<file path="src/rtl/round_robin_encoder_pkg.sv">
// Shared constants and state type for the round-robin 4:2 encoder.
package round_robin_encoder_pkg;

    localparam int unsigned NUM_REQ = 4;
    localparam int unsigned IDX_W   = 2;

    typedef enum logic {
        RR_IDLE  = 1'b0,
        RR_GRANT = 1'b1
    } rr_state_t;

endpackage : round_robin_encoder_pkg

</file>
<file path="src/rtl/rotating_priority_pick_4.sv">
// Combinational rotating-priority search: first asserted request at or after
// start_i in wrap order, optionally ignoring one index.
module rotating_priority_pick_4
    import round_robin_encoder_pkg::*;
(
    input  logic [NUM_REQ-1:0] req_i,
    input  logic [IDX_W-1:0]   start_i,
    input  logic               excl_en_i,
    input  logic [IDX_W-1:0]   excl_idx_i,
    output logic [IDX_W-1:0]   idx_o,
    output logic               found_o
);

    logic [NUM_REQ-1:0] masked;
    logic [IDX_W-1:0]   cand;

    // Walk offsets from farthest to nearest so the nearest hit overwrites.
    always_comb begin
        masked = req_i;
        if (excl_en_i) begin
            masked[excl_idx_i] = 1'b0;
        end
        idx_o   = '0;
        found_o = 1'b0;
        cand    = '0;
        for (int i = NUM_REQ - 1; i >= 0; i--) begin
            cand = start_i + IDX_W'(i);
            if (masked[cand]) begin
                idx_o   = cand;
                found_o = 1'b1;
            end
        end
    end

endmodule : rotating_priority_pick_4

</file>
<file path="src/rtl/round_robin_encoder_4_2.sv">
// Four-requester round-robin arbiter producing a registered 2-bit grant index
// with a valid/ready handshake toward the downstream 2-4 decoder.
module round_robin_encoder_4_2
    import round_robin_encoder_pkg::*;
(
    input  logic             Clock_In,
    input  logic             Reset_In,
    input  logic             Request_0_In,
    input  logic             Request_1_In,
    input  logic             Request_2_In,
    input  logic             Request_3_In,
    input  logic             Ready_In,
    output logic [IDX_W-1:0] Encoded_Value_Out,
    output logic             Valid_Out,
    output logic [IDX_W-1:0] Pointer_Out
);

    rr_state_t          state_q;
    logic [IDX_W-1:0]   enc_q;
    logic [IDX_W-1:0]   ptr_q;
    logic [IDX_W-1:0]   ptr_d;
    logic [NUM_REQ-1:0] req_vec;
    logic [IDX_W-1:0]   pick_start;
    logic               pick_excl_en;
    logic [IDX_W-1:0]   pick_idx;
    logic               pick_found;

    assign req_vec = {Request_3_In, Request_2_In, Request_1_In, Request_0_In};

    // Pointer that a handshake on the current grant would install.
    assign ptr_d = enc_q + IDX_W'(1);

    // While granting, the search previews the post-handshake pointer and
    // skips the index being accepted; when idle it uses the live pointer.
    assign pick_start   = (state_q == RR_GRANT) ? ptr_d : ptr_q;
    assign pick_excl_en = (state_q == RR_GRANT);

    rotating_priority_pick_4 u_pick (
        .req_i      (req_vec),
        .start_i    (pick_start),
        .excl_en_i  (pick_excl_en),
        .excl_idx_i (enc_q),
        .idx_o      (pick_idx),
        .found_o    (pick_found)
    );

    // Arbitration state, grant index and priority pointer.
    always_ff @(posedge Clock_In or posedge Reset_In) begin
        if (Reset_In) begin
            state_q <= RR_IDLE;
            enc_q   <= '0;
            ptr_q   <= '0;
        end else begin
            case (state_q)
                RR_IDLE: begin
                    if (pick_found) begin
                        enc_q   <= pick_idx;
                        state_q <= RR_GRANT;
                    end
                end
                RR_GRANT: begin
                    if (Ready_In) begin
                        ptr_q <= ptr_d;
                        if (pick_found) begin
                            enc_q <= pick_idx;
                        end else begin
                            state_q <= RR_IDLE;
                        end
                    end
                end
                default: begin
                    state_q <= RR_IDLE;
                end
            endcase
        end
    end

    assign Encoded_Value_Out = enc_q;
    assign Valid_Out         = (state_q == RR_GRANT);
    assign Pointer_Out       = ptr_q;

endmodule : round_robin_encoder_4_2

</file>
<file path="config.mk">
export PLATFORM = sky130hd
export DESIGN_NAME = round_robin_encoder_4_2
export DESIGN_NICKNAME = d
export VERILOG_FILES = /design/src/rtl/round_robin_encoder_pkg.sv /design/src/rtl/rotating_priority_pick_4.sv /design/src/rtl/round_robin_encoder_4_2.sv
export SDC_FILE = /design/constraint.sdc
export NUM_CORES = 1
export LEC_CHECK = 0
export CAP_MARGIN = 10
export CORE_AREA = 2 2 39 41
export DETAILED_ROUTE_END_ITERATION = 7
export DIE_AREA = 0 0 41 43
export PLACE_DENSITY = 0.62
export SETUP_SLACK_MARGIN = 0.4
export SKIP_LAST_GASP = 1
export SLEW_MARGIN = 20
export SYNTH_ARGS = -nofsm -noshare
export SYNTH_HDL_FRONTEND = slang
export SYNTH_HIERARCHICAL = 1
export SYNTH_SLANG_ARGS = --single-unit
</file>
<file path="constraint.sdc">
create_clock -name Clock_In -period 1.74 [get_ports Clock_In]
set_clock_uncertainty 0.1 [all_clocks]
set_input_delay 0.435 -clock Clock_In [delete_from_list [all_inputs] [get_ports Clock_In]]
set_output_delay 0.435 -clock Clock_In [all_outputs]
set_load 0.005 [all_outputs]
</file>
# ---- Word-level counts from Yosys, hierarchy flattened
# Cells that the tools add are included.
# W data, S select, Z words.
dict set report word_totals {
  word_cells 45
  mem_bits_rw 0
  romBits 0
  latch_bits 0
  out_inout_bits 5
  in_bits 7
  n_memories 0
  register_bits 5
}
dict set report op_classes {
  multipliers 0
  n_mux 26
  addsub 4
  magnitude_cmp 6
  n_div 0
  shift 0
  n_eq_ne 1
  n_bitwise 3
  reduce_logical 2
}
# cell count
set op_table {}
lappend op_table {{$lt A2 B3 Y1 const B} 5}
lappend op_table {{$mux W2} 7}
lappend op_table {{$mux W1} 11}
lappend op_table {{$bmux W1 S2} 4}
lappend op_table {{$add A2 B1 Y2 const B} 2}
lappend op_table {{$add A2 B2 Y2 const B} 2}
lappend op_table {{$and A4 B4 Y4} 1}
lappend op_table {{$mux W4} 1}
lappend op_table {{$not A4 Y4} 1}
lappend op_table {{$pmux W2 S2} 1}
lappend op_table {{$demux W1 S2} 1}
lappend op_table {{$ge A2 B1 Y1 const B} 1}
lappend op_table {{$ne A2 B2 Y1 const B} 1}
lappend op_table {{$pmux W1 S2} 1}
lappend op_table {{$reduce_and A2 Y1} 1}
lappend op_table {{$logic_and A1 B1 Y1} 1}
lappend op_table {{$not A1 Y1} 1}

# ---- Logic depth before layout (Yosys ltp)
# Gate-level depths: netlist (run 1).
dict set report logic_depth {
  ltp_word 16
  mapped_depth 8
  mapped_depth_nobuf 7
}

# ---- Cells and area by module
# The synthesis (run 1) kept the hierarchy.
# mod area_per_inst_um2 cells_each instances seq_area_each_um2
set by_module_without_submodules {}
lappend by_module_without_submodules {round_robin_encoder_4_2 247.7 21 1 125.1}
lappend by_module_without_submodules {rotating_priority_pick_4 142.6 23 1 0.0}

# ---- Worst setup path after synthesis (run 1)
# OpenSTA, ideal clock, no wires.
dict set report synth_path {
  path_type {register to register}
  startpoint {register enc_q[0] (netlist: Encoded_Value_Out[0])}
  endpoint {register enc_q[0] (netlist: Encoded_Value_Out[0])}
  n_path_buf 0
  setup_slack_ns -0.022
  t_arrival_ns 1.536
  stages_incl_launch_ff 6
  t_required_ns 1.515
  setup_ns 0.125
  path_cell_list {dfrtp_1 > or3b_1 > nand2_1 > nand4_1 > nand2_4 > mux2_4}
}
dict set report synth_via {
  elab_chain_len 16
  word_cells_on_any_way 32
}
# item line_no
set synth_rtl {}
lappend synth_rtl {{start, declared} round_robin_encoder_4_2.sv:19} ;# logic [IDX_W-1:0] enc_q;
lappend synth_rtl {{start signal, assigned} round_robin_encoder_4_2.sv:57} ;# enc_q <= pick_idx;
lappend synth_rtl {{start signal, assigned} round_robin_encoder_4_2.sv:65} ;# enc_q <= pick_idx;
lappend synth_rtl {{$lt A2 B3 Y1 (implied by the code) / $ge A2 B1 Y1 (equally long branches)} rotating_priority_pick_4.sv:21} ;# masked[excl_idx_i] = 1'b0;
lappend synth_rtl {{$logic_and A1 B1 Y1 (implied by the code)} rotating_priority_pick_4.sv:21}
lappend synth_rtl {{$mux W1 (implied by the code)} rotating_priority_pick_4.sv:21}
lappend synth_rtl {{$demux W1 S2} -}
lappend synth_rtl {{$not A4 Y4 (no source line)} -}
lappend synth_rtl {{$and A4 B4 Y4 (no source line)} -}
lappend synth_rtl {{$mux W4} rotating_priority_pick_4.sv:20} ;# if (excl_en_i) begin
lappend synth_rtl {{$bmux W1 S2} rotating_priority_pick_4.sv:28} ;# if (masked[cand]) begin
lappend synth_rtl {{$mux W1 (implied by the code)} rotating_priority_pick_4.sv:28}
lappend synth_rtl {{$mux W1 (3 in series)} rotating_priority_pick_4.sv:28}
lappend synth_rtl {{$mux W1 *} rotating_priority_pick_4.sv:28}
lappend synth_rtl {{net pick_found} round_robin_encoder_4_2.sv:26} ;# logic pick_found;
lappend synth_rtl {{$mux W2 *} {round_robin_encoder_4_2.sv:56, round_robin_encoder_4_2.sv:64}}
lappend synth_rtl {{$mux W2} round_robin_encoder_4_2.sv:62} ;# if (Ready_In) begin
lappend synth_rtl {{$pmux W2 S2 *} round_robin_encoder_4_2.sv:54} ;# case (state_q)
# The timed path passes the listed nets; every way through them passes the cells marked *. The select of a mux whose other input is x is not followed.
# A chain may end at the register's enable or synchronous reset.

# ---- Final worst setup path (run 1)
dict set report layout_path {
  startpoint {register enc_q[1] (netlist: Encoded_Value_Out[1])}
  endpoint {register enc_q[0] (netlist: Encoded_Value_Out[0])}
}
# The elaborated chain is that of the path after synthesis.

==> flow_summary.json, run 1 <==
{
  "ys.flop_type": "dfrtp_1",
  "hp-class": "primary input to asynchronous set/reset pin",
  "cts_made_buffers": 3,
  "die_y_microns": 43,
  "synthMuxAreaShare_pct": 7.69,
  "crit_type": "flip-flop to flip-flop",
  "synth_fa_ha_area_share_pct": 0,
  "cts_tree": "built",
  "routedWlPerCell_microns": 12.4,
  "finalWeightedCongestion": 0.848,
  "crit_path_end_kind": "flip-flop",
  "syn_inst": 44,
  "nets": 84,
  "max_slew_margin_pct": 84.1,
  "synth-compound-area-share_pct": 28.5,
  "die_x_microns": 41,
  "drive_gt1_share_pct": 57.9,
  "yosys.area_share.simple_pct": 24.7,
  "fin_setup_tns_ns": -0.00591,
  "maxCapViolations": 0,
  "final_cell_area_sq_um": 717,
  "cts_buffer_depth": 2,
  "worst_slew_pin_slew_ns": 0.237,
  "cts_root_buf": "clkbuf_4",
  "hold_violations": 0,
  "syn_nets": 51,
  "syn_area_sq_um": 390,
  "synth_area_leaders": "dfrtp_1 (32%), mux2_4 (7.7%), a21oi_1 (6.4%)",
  "n_antenna_cell": 0,
  "status": "complete, but fails checks",
  "final_cells": 92,
  "h-tree-depth": 1,
  "io_pins": 12,
  "arrival_ns": 1.77,
  "rsz0062_at_grt": "yes",
  "antenna_found_initial": 0,
  "pwr-share-clk_pct": 9.9,
  "place_ws_ns": -0.240,
  "synth.top_cells.by_count": "a21oi_1 (5), dfrtp_1 (5), nand2_1 (4), nand3_1 (4), inv_1 (3)",
  "ir_worst_vdd_mv": 0.752,
  "core_sq_um": 1380,
  "setup_slack_ns": -0.00304,
  "synth_xor_area_share_pct": 2.24,
  "dpl.hpwl_microns": 791,
  "ys_ff_latch": 5,
  "rrSetupSlack_ns": -0.003,
  "first_iter_violations": 1,
  "initial_core_util_pct": 28.2,
  "fmax_mhz": 574,
  "drc": 0,
  "grt_pass1_vias": 442,
  "yosysSeqAreaShare_pct": 32.1,
  "seq_power_share_pct": 17.8,
  "grt_max_degree": 8,
  "port_buffers": 11,
  "postRouteAntennaNets": 0,
  "avgSynthCellArea_sq_um": 8.87,
  "synth-async-reset-ratio_pct": 100,
  "setup.worst_path.start_class": "flip-flop",
  "syn2layout_area_growth_pct": 83.7,
  "synth_top_family_by_area": "compound AO/OA/AOI/OAI gates",
  "ys_types": 24,
  "num_rows": 14,
  "clk_latency_ns": 0.24,
  "clkTransAtPathRegs_ns": 0.05,
  "place_inst": 82,
  "crit_required_ns": 1.77,
  "ff2ff_path_depth": 5,
  "utilization_pct": 51.8,
  "setup_viol": 2,
  "postCtsHoldBufs": 0,
  "yosys_warnings": 6,
  "firstDrtPassIters": 3,
  "critPathMaxFanout": 4,
  "grt_usage_pct": 14.9,
  "synth-edff-count": 0,
  "dr_total_vias": 460,
  "violations": "negative setup slack",
  "powerDensity_nw_per_um2": 1880,
  "cts.sinks": 5,
  "placed_area_sq_um": 609,
  "p_switching_mw": 0.519,
  "synth_top_cell_by_area": "dfrtp_1",
  "grt_pass1_wl_microns": 1790,
  "timing.rr.end": "Encoded_Value_Out[0]",
  "p_leak_nw": 0.330,
  "comb_power_share_pct": 72.3,
  "overflow": 0,
  "maxSlewViolCount": 0,
  "r2r-start": "Encoded_Value_Out[1]",
  "viasPerCell": 5.00,
  "p_int_mw": 0.831,
  "die-area_sq_um": 1760,
  "period_minus_slack_ns": 1.74,
  "timing.final.crit_share_pct": 100,
  "drt_wl_total_microns": 1140,
  "swShare_pct": 38.5,
  "synth_top_area_share_pct": 32.1
}
placed cells by master (no fill, tap or decap), types with 2 or more instances in the layout:
master and n:
nand2_1 2, buf_4 16, clkbuf_4 4, nand3_1 4, a31oi_1 2, dfrtp_2 3, a21oi_1 3, clkdlybuf4s50_1 6
a21oi_4 2, nand2_2 2, mux2_4 2, buf_6 2, o21ai_1 2, inv_2 2, dfrtp_1 2
power groups by stage:
stage	Clock [mW]	Combinational [mW]	Sequential [mW]
floorplan	0	0.420	0.239
global placement	0	0.801	0.246
detailed placement	0	0.806	0.247
CTS	0.140	0.918	0.229
global route	0.149	1.06	0.248
finish	0.134	0.976	0.240
how the worst max path moves through the flow:
stage,start,to,slack (ns)
after floorplan,Encoded_Value_Out[1],Encoded_Value_Out[0],0.02
after global placement,Request_1_In,Encoded_Value_Out[1],-0.21
after detailed placement,Request_1_In,Encoded_Value_Out[1],-0.24
after CTS,Encoded_Value_Out[1],Encoded_Value_Out[0],-0.004
after global routing,Encoded_Value_Out[1],Encoded_Value_Out[0],-0.08
final,Encoded_Value_Out[1],Encoded_Value_Out[0],-0.003
worst max-delay path, cell delays in order (launching register included):
cell and delay (ns):
dfrtp_2 0.44, or3b_4 0.43, nand2_2 0.08, nand4_1 0.16, nand2_4 0.12, mux2_4 0.29
routing by layer:
metal	vias up	global-route usage (%)	routed length (microns)	part of all wire, %
met3	2	1.57	51	4.5
li1	228	-	-	-
met4	0	6.00	10	0.88
met2	10	26.6	587	51
met5	-	0	0	0
met1	220	16.6	491	43
state kept, by name (all words and copies together), names as in the netlist:
| register | flops |
|---|---|
| Encoded_Value_Out | 2 |
| Pointer_Out | 2 |
| Valid_Out | 1 |
what timing repair did:
item | 4_1_cts | 5_1_grt
pin swaps | 3 | 1
endpoints found under the setup margin | 8 | 7
gates resized for setup | 24 | 8
hold endpoints to repair | 0 | 0
setup buffers | 6 | 0
area by class of cell:
cell class | count | area, sq um
Clock inverter | 1 | 5.00
Sequential cell | 5 | 129
Inverter | 3 | 11.3
Clock buffer | 3 | 22.5
Tap cell | 16 | 20.0
Fill cell | 152 | 667
Multi-Input combinational cell | 35 | 290
Timing Repair Buffer | 29 | 239
logic make-up (layout without fill, tap and decap cells):
group                  count (synthesis)  in the layout
AO/OA/AOI/OAI                         16             16
AND/OR/NAND/NOR                       16             16
flip-flops                             5              5
buffers and inverters                  4             36
multiplexers                           2              2
XOR/XNOR                               1              1
stage by stage:
step | hold WS (ns) | power (mW)
after CTS | 0.298 | 1.29
after global routing | 0.325 | 1.46
final | 0.299 | 1.35
after floorplan | 0.113 | 0.659
after detailed placement | 0.491 | 1.05
after global placement | 0.457 | 1.05
Note: power is estimated with default switching activity, not from simulation.
==> run 2, diff against run 1 <==
--- a/config.mk
+++ b/config.mk
@@ -9,11 +9,14 @@
 export CORE_AREA = 2 2 39 41
 export DETAILED_ROUTE_END_ITERATION = 7
 export DIE_AREA = 0 0 41 43
+export HOLD_SLACK_MARGIN = 0.06
 export PLACE_DENSITY = 0.62
 export SETUP_SLACK_MARGIN = 0.4
+export SKIP_CTS_REPAIR_TIMING = 1
 export SKIP_LAST_GASP = 1
 export SLEW_MARGIN = 20
 export SYNTH_ARGS = -nofsm -noshare
 export SYNTH_HDL_FRONTEND = slang
 export SYNTH_HIERARCHICAL = 1
 export SYNTH_SLANG_ARGS = --single-unit
+export TNS_END_PERCENT = 30
==> run 2 against run 1 <==
Effect of this change: the run still ends with negative setup slack left; sequential power grew 4%; non-clock buffer count decreased by 4; via count down 3.9%; setup slack worse by 0.068 ns; final area fell by 6.6%; wire length down 5.1%; maximum frequency down 3.7%; utilization down 3.4 points; largest power group unchanged.
==> flow_summary.json, run 2 (synthesis gave the netlist of run 1 again) <==
{
  "grt_usage_pct": 12.6,
  "drc": 0,
  "clkTransAtPathRegs_ns": 0.05,
  "maxCapViolations": 0,
  "seq_power_share_pct": 20.1,
  "dr_total_vias": 442,
  "firstDrtPassIters": 2,
  "nets": 80,
  "p_int_mw": 0.780,
  "antenna_found_initial": 0,
  "mostFrequentLayoutCells": "buf_4 (11), clkdlybuf4s50_1 (10), nand3_1 (4)",
  "die_y_microns": 43,
  "hold_violations": 0,
  "fmax_mhz": 552,
  "final_common_cell": "buf_4",
  "max_stage_delay_ns": 0.49,
  "drive_gt1_share_pct": 43.1,
  "comb_power_share_pct": 69.2,
  "critPathMaxFanout": 5,
  "worst_slew_pin_slew_ns": 0.407,
  "finalWeightedCongestion": 0.848,
  "violations": "negative setup slack",
  "hp-class": "primary input to asynchronous set/reset pin",
  "cts_buffer_depth": 2,
  "cts.sinks": 5,
  "cts_made_buffers": 3,
  "die_x_microns": 41,
  "dpl.hpwl_microns": 791,
  "io_pins": 12,
  "pwr-share-clk_pct": 10.7,
  "maxSlewViolCount": 0,
  "grt_pass1_wl_microns": 1480,
  "p_switching_mw": 0.467,
  "setup_slack_ns": -0.0708,
  "drt_wl_total_microns": 1080,
  "setup_viol": 4,
  "clk_latency_ns": 0.24,
  "p_leak_nw": 0.309,
  "arrival_ns": 1.28,
  "core_sq_um": 1380,
  "cts_tree": "built",
  "postRouteAntennaNets": 0,
  "crit_path_top_delay_cell": "clkdlybuf4s50_1",
  "crit_required_ns": 1.20,
  "syn2layout_area_growth_pct": 71.5,
  "port_buffers": 11,
  "rsz0062_at_grt": "yes",
  "die-area_sq_um": 1760,
  "overflow": 0,
  "fin_hold_ws_ns": 0.300,
  "grt_max_degree": 12,
  "routedWlPerCell_microns": 12.3,
  "viasPerCell": 5.02,
  "place_ws_ns": -0.240,
  "first_iter_violations": 5,
  "ir_worst_vdd_mv": 0.813,
  "crit_type": "flip-flop to output pin",
  "swShare_pct": 37.5,
  "h-tree-depth": 1,
  "num_rows": 14,
  "initial_core_util_pct": 28.2,
  "status": "complete, but fails checks",
  "setup.worst_path.start_class": "flip-flop",
  "path_cells": "buf_6, clkdlybuf4s50_1",
  "fillers": 154,
  "grt_pass1_vias": 384,
  "crit_path_end_kind": "output pin",
  "timing.final.crit_share_pct": 104,
  "period_minus_slack_ns": 1.81,
  "n_antenna_cell": 0,
  "powerDensity_nw_per_um2": 1860,
  "cts_root_buf": "clkbuf_4",
  "fin_total_pwr_mw": 1.25,
  "max_slew_margin_pct": 72.6
}
[run 2: cell count changes in the layout (fill, tap and decap cells not counted), moves of 2 or more]
cell	before	now
buf_4	16	11
clkdlybuf4s50_1	6	10
a21oi_2	0	2
a21oi_4	2	0
inv_1	1	3
inv_2	2	0
[run 2: critical path, delay by kind of cell, from the launching register on]
kind	cells	cell delay, ns
buf+inv	2	0.61
flops	1	0.42
[run 2: routing by layer]
layer / vias up / GRT usage (%) / share of wire (%)
met1: 210 / 15.3 / 46
li1: 220 / - / -
met5: - / 0 / 0
met4: 0 / 6.00 / 0.92
met3: 2 / 1.57 / 4.5
met2: 10 / 20.6 / 48
[run 2: power groups by stage]
stage / clock network, mW / registers [mW] / logic (mW)
floorplan: 0 / 0.239 / 0.420
global placement: 0 / 0.246 / 0.801
detailed placement: 0 / 0.247 / 0.806
CTS: 0.140 / 0.246 / 0.808
global route: 0.146 / 0.257 / 0.936
finish: 0.133 / 0.250 / 0.864
[run 2: metrics by stage]
| stage | TNS [ns] | instances | cell area [sq um] | util, % |
|---|---|---|---|---|
| detailed placement | -0.548 | 82 | 609 | 44.0 |
| CTS | -0.937 | 86 | 637 | 46.0 |
| finish | -0.195 | 88 | 669 | 48.4 |
| global route | -0.431 | 88 | 669 | 48.4 |
| global placement | -0.425 | 82 | 609 | 44.0 |
| floorplan | 0 | 44 | 397 | - |
[run 2: layout make-up]
cell class	count	area (sq um)	area share, %
multi-input cells	35	259	38.7
clock inverters	1	5.00	0.748
inverters	3	11.3	1.68
clock buffers	3	22.5	3.36
well taps	16	20.0	2.99
flip-flops and latches	5	129	19.3
repair buffers	25	223	33.3
[run 2: path summary, 6_finish.rpt]
| path | slack [ns] | cells after the start | start | to |
|---|---|---|---|---|
| setup / recovery | -0.07 | 2 | Encoded_Value_Out[1] | Encoded_Value_Out[1] |
| hold / removal | 0.30 | 2 | Reset_In | Pointer_Out[0] |
| setup reg to reg | -0.05 | 5 | Encoded_Value_Out[1] | Encoded_Value_Out[0] |
| hold reg to reg | 0.51 | 2 | Pointer_Out[0] | Pointer_Out[0] |
| max in group asynchronous | 1.04 | 2 | Reset_In | Encoded_Value_Out[1] |
| min in group Clock_In | 0.51 | 2 | Pointer_Out[0] | Pointer_Out[0] |
==> variant (config.mk and constraints of run 2) <==
Make the reset (`Reset_In`) synchronous in one clocked block.
--- a/src/rtl/round_robin_encoder_4_2.sv
+++ b/src/rtl/round_robin_encoder_4_2.sv
@@ -45,7 +45,7 @@
     );
 
     // Arbitration state, grant index and priority pointer.
-    always_ff @(posedge Clock_In or posedge Reset_In) begin
+    always_ff @(posedge Clock_In) begin
         if (Reset_In) begin
             state_q <= RR_IDLE;
             enc_q   <= '0;
Formal check against the unedited RTL: differs if Reset_In is asserted again (counterexample within 4 cycles, from zero or initial values and one cycle with Reset_In high); with Reset_In held inactive, the same outputs for 10 cycles.
==> variant against run 2 <==
Routed wire length rose by 3.2%; setup slack improved by 0.14 ns; sequential cell count did not move; synthesized area fell by 4.8%; non-clock buffer count fell by 5; maximum frequency rose by 8.6%; die area did not move; highest routed layer is now met3; via count rose by 1.6%; design area fell by 1.1%.
Power is not compared: it rests on default switching activity, and its combinational part moved more than twofold at a synthesized area within 25%.
==> variant: results (changes against run 2) <==
status finished clean; met2 Use GR 0.181 (-0.0250); count of cell types in the netlist 24 (unchanged); met3 GRT Util 0.0524 (+0.0366); met1 WL 524 µm (+4.4%); largest net degree at the start of global routing 16 (+4); first-pass GRT wire length 1480 µm (-0.47%); initial antenna violation count 0 (unchanged); ys async rst share 0 (-1.00); All-Layer GR Usage 0.119 (-0.00717); CP arrival 1.13 ns (-0.15 ns); global-route track usage on met1 0.152 (-0.000494); Port Buffers 11 (unchanged); Clock H-tree levels 1 (unchanged); Detailed Route Iter0 Violations 4 (-1); critical path fanouts, max 8 (+3); hpwl dp 709 µm (-10%); fin nets 79 (-1.3%); Reg2Reg Depth 8 (+3); worst vdd ir 0.000410 V; Largest stage delay, worst path 0.51 ns (+0.02 ns); Reg-to-Reg End Encoded_Value_Out[0]; Hold EP Pointer_Out[1]; Final GP Congestion 0.690 (-19%); Synthesized Nets 55 (+7.8%); WL final 1120 µm (+3.2%); top layer in use met3; FF-to-FF Start Encoded_Value_Out[0]; Initial DRT Pass Iterations 4 (+2); share of cells above drive strength 1 0.380 (-0.0503); clock latency on the worst-skew pair 0.23 ns; largest cells by area after synthesis dfxtp_1 (27%), a21oi_1 (8.1%), mux2i_1 (5.4%); Synth top cells by count a21oi_1 (6), dfxtp_1 (5), nand2_1 (4), nand3_1 (4); met3 WL 45 µm (-8.2%); CTS Buffer Depth 2 (unchanged); pre-CTS WS -0.163 ns (+0.0773 ns); Crit-path slowest cell clkdlybuf4s50_1; cell leakage power 0.287 nW; fin worst setup slack 0.0724 ns (+0.143 ns); global route overflow 0 (unchanged); met2 WL 546 µm (+5.2%); Fillers 142 (-7.8%); worst hold slack 0.438 ns (+0.138 ns); crit path capture Valid_Out; vias in the first global route 379 (-1.3%); vias 449 (+1.6%); crit-path leading delay family buffers and inverters; Top FF cell, synth dfxtp_1; CP Launch Point Valid_Out; Seq/Total Area, Yosys 0.269 (-0.0512); top-area cell type share of the netlist area 0.269 (-0.0512); Slew HR 0.817 (+0.0908); Worst R2R Setup Slack 0.09 ns (+0.14 ns); HP Class reg2reg; Yosys warnings 6 (unchanged)
==> variant: per-stage QoR <==
stage               utilization  cells  TNS [ns]  cell area, µm²
floorplan                     -     48         0             388
global placement          0.393     79    -0.391             544
detailed placement        0.393     79    -0.377             544
CTS                       0.412     83   -0.0335             571
global route              0.478     87         0             662
finish                    0.478     87         0             662
==> variant: cell type report <==
| type | instances | share of cell area |
|---|---|---|
| multi-input cells | 39 | 0.463 |
| inverters | 3 | 0.0170 |
| clock buffers | 4 | 0.0397 |
| well taps | 16 | 0.0302 |
| flip-flops and latches | 5 | 0.168 |
| repair buffers | 20 | 0.282 |
==> variant: logic make-up after synthesis <==
| kind of cell | synth area share |
|---|---|
| AO/OA/AOI/OAI | 0.357 |
| AND/OR/NAND/NOR | 0.253 |
| buffers and inverters | 0.0438 |
| flip-flops | 0.269 |
| multiplexers | 0.0539 |
| XOR/XNOR | 0.0236 |
==> variant: power by group <==
group	internal, mW	switching, mW
clock	0.0865	0.0435
sequential	0.130	0.0281
combinational	0.131	0.0969
